`src/rtl/pipes_pkg.sv`:
```
// Shared types and constants for the instruction-fetch pipeline slice.
// FETCH_JAL_PRED_EN (optional) enables static JAL-follow prediction in fetch_pc_sel.
package pipes_pkg;

  localparam int unsigned XLEN = 64;
  localparam int unsigned ILEN = 32;

  localparam logic [XLEN-1:0] PC_RESET_DEF = 64'h0000_0000_8000_0000;
  localparam logic [6:0]      OPC_JAL      = 7'b1101111;

  typedef enum logic [1:0] {
    IDLE = 2'd0,
    REQ  = 2'd1,
    DROP = 2'd2,
    HOLD = 2'd3
  } fetch_state_t;

  typedef struct packed {
    logic            valid;
    logic [XLEN-1:0] pc;
    logic [ILEN-1:0] instr;
    logic            pred_taken;
  } fetch_out_t;

  function automatic logic is_jal(input logic [ILEN-1:0] instr);
    return instr[6:0] == OPC_JAL;
  endfunction

  // J-type immediate, sign-extended to XLEN
  function automatic logic [XLEN-1:0] jal_offset(input logic [ILEN-1:0] instr);
    logic [20:0] imm;
    imm = {instr[31], instr[19:12], instr[20], instr[30:21], 1'b0};
    return {{(XLEN-21){imm[20]}}, imm};
  endfunction

endpackage

```
`src/rtl/fetch_pc_sel.sv`:
```
// Combinational next-fetch-address select: redirect, JAL target or sequential +4.
// JAL-follow prediction is present only when FETCH_JAL_PRED_EN is defined.
module fetch_pc_sel
  import pipes_pkg::*;
(
  input  logic [XLEN-1:0] out_pc,
  input  logic [ILEN-1:0] out_instr,
  input  logic [ILEN-1:0] resp_instr,
  input  logic            redirect_valid,
  input  logic [XLEN-1:0] redirect_pc,
  output logic [XLEN-1:0] target_c,
  output logic            resp_jal_c
);

  logic [XLEN-1:0] seq_pc_c;
  logic            unused_lsb_c;

`ifdef FETCH_JAL_PRED_EN
  always_comb begin
    seq_pc_c = out_pc + XLEN'(4);
    if (is_jal(out_instr)) seq_pc_c = out_pc + jal_offset(out_instr);
  end
  assign resp_jal_c = is_jal(resp_instr);
`else
  logic unused_instr_c;
  assign seq_pc_c       = out_pc + XLEN'(4);
  assign resp_jal_c     = 1'b0;
  assign unused_instr_c = ^{out_instr, resp_instr};
`endif

  // Redirect targets are word aligned; the low two bits are ignored
  assign target_c     = redirect_valid ? {redirect_pc[XLEN-1:2], 2'b00} : seq_pc_c;
  assign unused_lsb_c = ^redirect_pc[1:0];

endmodule

```
`src/rtl/fetch_unit.sv`:
```
// Instruction-fetch stage: owns the PC, keeps one bus request in flight and hands
// {pc, instr} to decode. Optional FETCH_JAL_PRED_EN follows JAL targets.
module fetch_unit
  import pipes_pkg::*;
#(
  parameter logic [63:0] PC_RESET = PC_RESET_DEF
) (
  input  logic            clk,
  input  logic            reset,
  output logic            ireq_valid,
  output logic [XLEN-1:0] ireq_addr,
  input  logic            iresp_data_ok,
  input  logic [ILEN-1:0] iresp_data,
  output logic            out_valid,
  input  logic            out_ready,
  output logic [XLEN-1:0] out_pc,
  output logic [ILEN-1:0] out_instr,
  input  logic            redirect_valid,
  input  logic [XLEN-1:0] redirect_pc,
  output logic            pred_taken
);

  fetch_state_t    state_q, state_d;
  logic [XLEN-1:0] pc_q, pc_d;
  logic [XLEN-1:0] req_addr_q, req_addr_d;
  logic            ireq_valid_q, ireq_valid_d;
  fetch_out_t      out_q, out_d;

  logic [XLEN-1:0] target_c;
  logic            resp_jal_c;

  fetch_pc_sel u_pc_sel (
    .out_pc         (out_q.pc),
    .out_instr      (out_q.instr),
    .resp_instr     (iresp_data),
    .redirect_valid (redirect_valid),
    .redirect_pc    (redirect_pc),
    .target_c       (target_c),
    .resp_jal_c     (resp_jal_c)
  );

  // State and datapath registers
  always_ff @(posedge clk) begin
    if (!reset) begin
      state_q      <= IDLE;
      pc_q         <= PC_RESET;
      req_addr_q   <= '0;
      ireq_valid_q <= 1'b0;
      out_q        <= '0;
    end else begin
      state_q      <= state_d;
      pc_q         <= pc_d;
      req_addr_q   <= req_addr_d;
      ireq_valid_q <= ireq_valid_d;
      out_q        <= out_d;
    end
  end

  // Next-state, PC and output-register update
  always_comb begin
    state_d    = state_q;
    pc_d       = pc_q;
    req_addr_d = req_addr_q;
    out_d      = out_q;

    unique case (state_q)
      IDLE: begin
        state_d    = REQ;
        req_addr_d = pc_q;
      end
      REQ: begin
        if (iresp_data_ok && redirect_valid) begin
          pc_d       = target_c;
          req_addr_d = target_c;
        end else if (iresp_data_ok) begin
          out_d.pc         = req_addr_q;
          out_d.instr      = iresp_data;
          out_d.pred_taken = resp_jal_c;
          state_d          = HOLD;
        end else if (redirect_valid) begin
          pc_d    = target_c;
          state_d = DROP;
        end
      end
      DROP: begin
        // The old request is still in flight; its word is thrown away
        if (redirect_valid) pc_d = target_c;
        if (iresp_data_ok) begin
          req_addr_d = redirect_valid ? target_c : pc_q;
          state_d    = REQ;
        end
      end
      HOLD: begin
        if (redirect_valid || out_ready) begin
          pc_d             = target_c;
          req_addr_d       = target_c;
          out_d.pred_taken = 1'b0;
          state_d          = REQ;
        end
      end
      default: state_d = IDLE;
    endcase

    out_d.valid  = (state_d == HOLD);
    ireq_valid_d = (state_d == REQ) || (state_d == DROP);
  end

  assign ireq_valid = ireq_valid_q;
  assign ireq_addr  = req_addr_q;
  assign out_valid  = out_q.valid;
  assign out_pc     = out_q.pc;
  assign out_instr  = out_q.instr;
  assign pred_taken = out_q.pred_taken;

endmodule

```
`config.mk`:
```
export PLATFORM = sky130hd
export DESIGN_NAME = fetch_unit
export DESIGN_NICKNAME = d
export VERILOG_FILES = /design/src/rtl/pipes_pkg.sv /design/src/rtl/fetch_pc_sel.sv /design/src/rtl/fetch_unit.sv
export SDC_FILE = /design/constraint.sdc
export NUM_CORES = 1
export LEC_CHECK = 0
export ABC_AREA = 1
export CAP_MARGIN = 10
export CORE_MARGIN = 5
export CORE_UTILIZATION = 24
export DETAILED_ROUTE_END_ITERATION = 6
export PLACE_DENSITY = 0.53
export SYNTH_ARGS = -nofsm -noshare
export SYNTH_HDL_FRONTEND = slang
export SYNTH_HIERARCHICAL = 1
export SYNTH_SLANG_ARGS = --single-unit
```
`constraint.sdc`:
```
create_clock -name clk -period 2.3 [get_ports clk]
set_input_delay 0.23 -clock clk [delete_from_list [all_inputs] [get_ports clk]]
set_output_delay 0.23 -clock clk [all_outputs]
set_load 0.05 [all_outputs]
```
==> impl_metrics.yaml, run 1 <==
timing:
  slew_violations: 0
  relSlewSlack_pct: 34.52
  fin_crit_sh_pct: 98.03
  clock-skew-final_ns: 0.01320
  finalCriticalPeriod_ns: 2.255
  clock.fmax_mhz: 443.5
  final_hold_viol_count: 0
  layout_setup_ws_ns: 0.04527
  setup_viol_count_final: 0
  rsz0062_at_grt: "true"
  fin_hold_ws_ns: 0.06470
  worst_pin_slew_ns: 0.9822
yosys:
  ys_warn_count: 6
  ys_top_cells_by_area: "sky130_fd_sc_hd__dfxtp_1 33%, sky130_fd_sc_hd__nand2_1 27%, sky130_fd_sc_hd__nor2_1 12%"
  post_synth_num_cell_types: 31
  synthesis.area_per_instance_um2: 5.746
  syn-instance-count: 2442
  yosys_most_used_dff: "sky130_fd_sc_hd__dfxtp_1"
  seq_area_frac_synth_pct: 32.67
  yosys.cell_count.top_type: "sky130_fd_sc_hd__nand2_1"
  synthesis.nets: 2545
  synth_top_area_share_pct: 32.67
  ys_ff_latch: 229
  synth-edff-count: 0
  synth-async-reset-ratio_pct: 0
  syn_area_um2: 14030
  synthTopCellsByCount: "992 x sky130_fd_sc_hd__nand2_1, 433 x sky130_fd_sc_hd__nor2_1, 229 x sky130_fd_sc_hd__dfxtp_1, 190 x sky130_fd_sc_hd__inv_1, 175 x sky130_fd_sc_hd__o21ai_0"
  netlist.top_cell.by_area: "sky130_fd_sc_hd__dfxtp_1"
routing:
  dr_total_vias: 15481
  post_drt_via_cell_ratio: 4.414
  routed_wire_length_per_instance_um: 15.74
  wirelength_um: 55210
  m1WireLength_um: 24980
  route.detailed.drc: 0
  topmost_layer_with_routed_signal_wires: "met5"
  met3WireLength_um: 4204
  wl_met2_um: 24350
  detail_route.iter0.violations: 1100
  detailedRoute.firstPassIterationCount: 5
  drtAntennaViolNets: 0
worst_setup_path:
  critPathMaxFanout: 6
  critPathRequiredTime_ns: 2.07
  path_cells: "clkdlybuf4s50_1"
  cp-start-kind: "register"
  timing.critical_path.slowest_stage_cell: "sky130_fd_sc_hd__clkdlybuf4s50_1"
  cp.arrival_ns: 2.02
  cp.buffers_inverters: 1
  crit_path_max_incr_delay_ns: 0.91
  setup.worst_path.end_class: "output pin"
  worst_path_dominant_cell_family: "buffers and inverters"
  path_class: "register to output pin"
cts:
  clock_insertion_delay_worst_skew_ns: 0.58
  cts.sinks: 229
  clk_path_buf_depth: 3
  cts.root.buffer_cell: "sky130_fd_sc_hd__clkbuf_16"
  numCtsBuffers: 29
  htree_levels: 1
  clock_pin_slew_of_the_registers_on_the_worst_case_setup_and_hold_paths_ns: 0.06
  cts_tree: "yes"
global_route:
  grt_pass1_wl_um: 83720
  grt_usage_pct: 16.50
  largest_net_degree_at_the_start_of_global_routing: 83
  grt_pass1_vias: 14438
  gr-total-overflow: 0
  grt_antenna_before_repair: 4
place:
  globalplace.congestion: 0.9208
  dpl.hpwl_um: 39940
  place_ws_ns: -0.02087
  numPortBuffers: 261
run:
  max-cap-violations: 0
outcome:
  status: "finished, final reports clean"
cells_and_area:
  layout-drive-gt1-share_pct: 10.58
  area_growth_pct: 37.16
  finalNetCount: 2823
  fin_util_pct: 33.30
floorplanning:
  io_pins: 264
  die-area_um2: 63400
  placementRows: 88
  dieWidth_um: 251.8
  fp.dieH_um: 251.8
  floorplan.core_area_um2: 57810
  initial_utilization_pct: 24.27
power_and_ir_drop:
  ir_worst_vdd_mv: 0.5737
  leakage_nw: 8.510
  power.density_cell_area_nw_per_um2: 653.7
worst_hold_path:
  hold_path_class: "primary input to register"
==> metrics by stage <==
step / TNS [ns] / total power, mW / cell area (µm²) / instances
after floorplan: 0 / 6.918 / 14030 / 2442
after global placement: 0 / 8.168 / 18030 / 3449
after detailed placement: -0.03388 / 8.161 / 18030 / 3449
after CTS: 0 / 12.74 / 18940 / 3501
after global routing: -0.1489 / 13.29 / 19240 / 3506
final: 0 / 12.58 / 19250 / 3507
==> path summary, 6_finish.rpt <==
path	start	to	slack [ns]	depth (start not counted)
min	reset	pc_q[31]	0.06	2
min reg2reg	ireq_addr[24]	out_pc[24]	0.46	2
max reg2reg	out_pc[29]	pc_q[38]	0.12	15
max	out_pc[59]	out_pc[59]	0.05	1
==> cells in the final DEF, fill, tap and decap left out, drive strengths merged, types with 2 or more instances in the layout <==
cell	instances
clkdlybuf4s50	256
dfxtp	229
nand2	1002
o21bai	14
nand3	57
a21oi	69
buf	123
a21boi	62
o21ai	196
nand4	7
xor2	13
ha	2
dlymetal6s2s	3
clkinv	10
nor2	448
inv	193
clkbuf	38
bufinv	2
xnor2	11
==> sequential cells by signal (all words and copies together) (netlist names) <==
signal	flops
ireq_addr	64
ireq_valid	1
out_instr	32
out_pc	64
out_valid	1
pc_q	64
pred_taken	1
state_q	2
==> per-layer routing <==
metal	GRT usage (%)	up-vias
met5	0	-
met3	4.494	86
met2	26.76	429
met4	4.513	6
met1	21.75	6911
li1	-	8049
==> power breakdown <==
part	internal, mW	switching, mW
Sequential	4.33	0.243
Clock	2.60	1.91
Combinational	1.20	2.30
==> cell type report <==
type                       instances  area (µm²)
multi-input combinational       1886        8327
tap                              765       957.2
sequential                       229        4624
timing repair buffer             382        3706
clock inverter                    14       130.1
fill                            6401       38560
inverter                         192       720.7
clock buffer                      38       779.5
antenna                            1       2.502
==> what timing repair did <==
item / 4_1_cts / 5_1_grt
buffers inserted: 0 / 5
hold buffers: 0 / 0
gates resized for setup: 3 / 107
pin swaps: 0 / 11
setup endpoints to repair: 3 / 94
==> kinds of logic after synthesis <==
logic type	synth area share (%)
AND/OR/NAND/NOR	42.20
flip-flops	32.67
XOR/XNOR	1.498
other	0.02672
AO/OA/AOI/OAI	13.52
buffers and inverters	9.906
adder cells (fa/ha/maj)	0.1783
No activity file was read; power rests on OpenSTA's default activity.
==> run 2, diff against run 1 <==
SKIP_LAST_GASP = 1   (was not set)
==> run 2 against run 1 <==
Non-clock buffer count unchanged. Utilization hardly changed. Critical path type unchanged. Combinational power barely moved. Clock-buffer cell count is the same. Final cell count unchanged. Sequential cell count stayed put. Die area did not move. Critical endpoint unchanged.
==> impl_metrics.yaml, run 2 (synthesis results as in run 1) <==
outcome:
  status: "finished, final reports clean"
floorplanning:
  die-area_um2: 63400
  io_pins: 264
  placementRows: 88
  fp.dieH_um: 251.8
  initial_utilization_pct: 24.27
  dieWidth_um: 251.8
  floorplan.core_area_um2: 57810
cells_and_area:
  layout.cells.non_filler: 3507
  area_growth_pct: 37.02
  layout-drive-gt1-share_pct: 10.29
  final_cell_mix: "972 x sky130_fd_sc_hd__nand2_1, 403 x sky130_fd_sc_hd__nor2_1, 256 x sky130_fd_sc_hd__clkdlybuf4s50_1"
  finalNetCount: 2823
  nFillCells: 6404
  fin_util_pct: 33.26
  layout.cell_area.non_filler_um2: 19230
  final_common_cell: "sky130_fd_sc_hd__nand2_1"
power_and_ir_drop:
  clkPwrFrac_pct: 35.8
  share_seq_of_total_power_pct: 36.4
  ir_worst_vdd_mv: 0.5723
  power.density_cell_area_nw_per_um2: 654.5
  swShare_pct: 35.39
  power.internal_mw: 8.130
  comb_power_share_pct: 27.8
  finalPower_mw: 12.58
  netSwitchingPower_mw: 4.454
  leakage_nw: 8.506
timing:
  slew_violations: 0
  final_hold_viol_count: 0
  rsz0062_at_grt: "true"
  worst_pin_slew_ns: 0.9782
  clock.fmax_mhz: 446.1
  setup_viol_count_final: 0
  clock-skew-final_ns: 0.01520
  relSlewSlack_pct: 34.79
  fin_crit_sh_pct: 97.47
  finalCriticalPeriod_ns: 2.242
place:
  dpl.hpwl_um: 39940
  place.detailed.instances: 3449
  post_dp_cell_area_um2: 18030
  numPortBuffers: 261
  globalplace.congestion: 0.9208
worst_setup_path:
  setup.worst_path.end_class: "output pin"
  critPathMaxFanout: 6
  ff2ff_path_depth: 17
  cp.depth: 1
  path_cells: "clkdlybuf4s50_1"
  crit_path_max_incr_delay_ns: 0.91
  path_class: "register to output pin"
  timing.critical_path.slowest_stage_cell: "sky130_fd_sc_hd__clkdlybuf4s50_1"
  worst_path_dominant_cell_family: "buffers and inverters"
  critPathRequiredTime_ns: 2.07
  cp.buffers_inverters: 1
  cp-start-kind: "register"
  cp.arrival_ns: 2.01
routing:
  dr_total_vias: 15496
  wirelength_um: 55240
  route.detailed.drc: 0
  drtAntennaViolNets: 0
  detail_route.iter0.violations: 1094
  routed_wire_length_per_instance_um: 15.75
  detailedRoute.firstPassIterationCount: 5
  post_drt_via_cell_ratio: 4.419
global_route:
  grt_usage_pct: 16.50
  grt_pass1_vias: 14438
  grt_antenna_before_repair: 4
  grt_pass1_wl_um: 83720
  largest_net_degree_at_the_start_of_global_routing: 83
  gr-total-overflow: 0
cts:
  cts.root.buffer_cell: "sky130_fd_sc_hd__clkbuf_16"
  numCtsBuffers: 29
  clock_pin_slew_of_the_registers_on_the_worst_case_setup_and_hold_paths_ns: 0.06
  cts_tree: "yes"
  cts_hold_buffers: 0
  clock_insertion_delay_worst_skew_ns: 0.58
  clk_path_buf_depth: 3
  htree_levels: 1
  cts.sinks: 229
run:
  max-cap-violations: 0
worst_hold_path:
  hold_path_class: "primary input to register"
  cell_depth_of_the_worst_hold_path: 2
## run 2: area by class of cell
type                    count  area (µm²)  share of cell area [%]
multi-input cells        1886        8313                   43.24
flip-flops and latches    229        4618                   24.02
repair buffers            382        3706                   19.28
well taps                 765       957.2                   4.978
clock buffers              38       779.5                   4.054
inverters                 192       720.7                   3.748
clock inverters            14       130.1                  0.6768
diodes                      1       2.502                 0.01301
## run 2: power groups by stage
stage               Sequential, mW  Clock (mW)  Combinational [mW]
floorplan                     5.38           0                1.54
global placement              4.65           0                3.51
detailed placement            4.65           0                3.51
CTS                           4.57        4.65                3.52
global route                  4.62        4.81                3.86
finish                        4.58        4.51                3.50
## run 2: final timing paths
| kind | endpoint | start | slack (ns) |
|---|---|---|---|
| setup reg to reg | ireq_addr[44] | out_pc[2] | 0.14 |
| hold / removal | pc_q[31] | reset | 0.07 |
| setup / recovery | out_pc[59] | out_pc[59] | 0.06 |
| hold reg to reg | out_pc[19] | ireq_addr[19] | 0.46 |
## run 2: what timing repair did
action | in CTS | in global routing
resized for setup | 2 | 98
pin swaps | 0 | 11
endpoints found under the setup margin | 3 | 96
buffers inserted | 0 | 5
## run 2: metrics by stage
stage                      TNS, ns  worst slack, ns  hold slack [ns]
after floorplan                  0          0.08862           0.3967
after global placement           0         0.009922           0.4610
after detailed placement  -0.03388         -0.02087           0.4600
after CTS                 -0.03109         -0.01802          0.03593
after global routing       -0.3758         -0.06237          0.06452
final                            0          0.05814          0.06817
## run 2: per-layer routing
metal  track usage [%]  wire (µm)  part of all wire, %
met1             21.75      25310                   46
met2             26.76      24220                   44
met5                 0         41                0.074
met4             4.513       1661                  3.0
met3             4.494       3993                  7.2
==> run 3, diff against run 2 <==
CORE_MARGIN = 4   (was 5)
MAX_ROUTING_LAYER = met4   (was not set)
==> run 3 against run 2 <==
Critical path depth is 1 higher. Design area is 0.83% higher. Via count is 0.33% lower. Total power is 4.2% higher. First-iteration DRC count is 4.9% higher. Setup slack better by 0.0023 ns. Clock-buffer cell count is 6 higher. Fmax is 0.10% higher. Register-to-register slack worse by 0.02 ns. Hold slack better by 0.0086 ns. Sequential cell count stayed put. Utilization is 0.27 points higher. Critical path type unchanged.
==> impl_metrics.yaml, run 3 (synthesis results as in run 1) <==
routing:
  dr_total_vias: 15445
  routed_wire_length_per_instance_um: 15.74
  route.detailed.drc: 0
  detailedRoute.firstPassIterationCount: 5
  drtAntennaViolNets: 0
  wirelength_um: 55220
  detail_route.iter0.violations: 1148
  post_drt_via_cell_ratio: 4.403
cts:
  cts.root.buffer_cell: "sky130_fd_sc_hd__clkbuf_16"
  clk_path_buf_depth: 3
  cts.sinks: 229
  cts_hold_buffers: 0
  cts_tree: "yes"
  htree_levels: 1
  clock_pin_slew_of_the_registers_on_the_worst_case_setup_and_hold_paths_ns: 0.06
  numCtsBuffers: 30
  clock_insertion_delay_worst_skew_ns: 0.58
global_route:
  grt_usage_pct: 17.29
  grt_antenna_before_repair: 3
  grt_pass1_wl_um: 83690
  globalRouteMet1Util_pct: 22.32
  globalRouteMet3Util_pct: 3.772
  grt_pass1_vias: 14238
  gr-total-overflow: 0
  largest_net_degree_at_the_start_of_global_routing: 73
  busiest_layer: "met2"
  global_route.usage.met2_pct: 27.16
power_and_ir_drop:
  leakage_nw: 8.559
  power.density_cell_area_nw_per_um2: 676.3
  ir_worst_vdd_mv: 0.5318
floorplanning:
  initial_utilization_pct: 24.27
  die-area_um2: 62400
  dieWidth_um: 249.8
  floorplan.core_area_um2: 57810
  placementRows: 88
  fp.dieH_um: 249.8
  io_pins: 264
timing:
  fin_crit_sh_pct: 97.37
  slew_violations: 0
  fin_hold_ws_ns: 0.07680
  clock.fmax_mhz: 446.5
  clock-skew-final_ns: 0.01356
  final_hold_viol_count: 0
  finalCriticalPeriod_ns: 2.240
  setup_viol_count_final: 0
  relSlewSlack_pct: 42.91
  rsz0062_at_grt: "true"
  setup-tns-final_ns: 0
  worst_pin_slew_ns: 0.8564
cells_and_area:
  area_growth_pct: 38.15
  layout.cells.non_filler: 3508
  finalNetCount: 2822
  layout.cell_area.non_filler_um2: 19390
  layout-drive-gt1-share_pct: 10.73
  final_cell_mix: "971 x sky130_fd_sc_hd__nand2_1, 403 x sky130_fd_sc_hd__nor2_1, 255 x sky130_fd_sc_hd__clkdlybuf4s50_1"
  final_common_cell: "sky130_fd_sc_hd__nand2_1"
  nFillCells: 6393
place:
  numPortBuffers: 261
  place.detailed.instances: 3444
  post_dp_cell_area_um2: 17990
  dpl.hpwl_um: 39580
  globalplace.congestion: 0.9343
worst_setup_path:
  cp-start-kind: "register"
  path_class: "register to output pin"
  cp.arrival_ns: 2.01
  setup.worst_path.end_class: "output pin"
  critPathRequiredTime_ns: 2.07
  critPathMaxFanout: 4
outcome:
  status: "finished, final reports clean"
run:
  max-cap-violations: 0
worst_hold_path:
  hold_path_class: "primary input to register"
==> run 3: path summary, 6_finish.rpt <==
check,depth (start not counted),start,end,slack [ns]
worst max-delay path,2,out_pc[58],out_pc[58],0.06
worst min-delay path,3,reset,ireq_addr[4],0.08
worst max register to register,15,out_pc[14],ireq_addr[53],0.12
worst min register to register,2,ireq_addr[8],out_pc[8],0.45
==> run 3: power breakdown <==
| group | leakage [nW] | internal (mW) | switching (mW) |
|---|---|---|---|
| clock | 0.508 | 3.11 | 1.92 |
| combinational | 6.15 | 1.20 | 2.30 |
| sequential | 1.90 | 4.33 | 0.250 |
==> run 3: timing repair <==
item / in CTS / in global routing
pin swaps: 0 / 10
setup buffers: 0 / 8
resized for setup: 2 / 112
endpoints found under the setup margin: 2 / 97
cloned: 0 / 0
==> run 3: critical path: stages (launching register included) <==
cell and delay (ns):
sky130_fd_sc_hd__dfxtp_1 0.42, sky130_fd_sc_hd__buf_4 0.19, sky130_fd_sc_hd__clkdlybuf4s50_1 0.82
==> run 3: layer usage <==
metal / vias to the layer above / routed length, µm
li1: 8044 / -
met1: 6848 / 24900
met2: 469 / 24570
met3: 84 / 4098
met4: 0 / 1651
met5: - / 0
==> run 3: per-stage QoR <==
step / setup slack (ns) / power (mW) / utilization (%)
2_1_floorplan: 0.08862 / 6.918 / -
3_3_place_gp: 0.03986 / 8.167 / 31.12
3_5_place_dp: 0.01789 / 8.163 / 31.12
4_1_cts: 0.009360 / 13.28 / 32.93
5_1_grt: -0.04389 / 13.81 / 33.54
6_report: 0.06043 / 13.11 / 33.54
==> run 3: cell type report <==
class,count,area [µm²],area share (%)
Clock inverter,9,150.1,0.7745
Sequential cell,229,4636,23.91
Inverter,192,720.7,3.718
Timing Repair Buffer,380,3697,19.07
Clock buffer,44,894.6,4.615
Tap cell,765,957.2,4.937
Antenna cell,3,7.507,0.03872
Multi-Input combinational cell,1886,8323,42.93
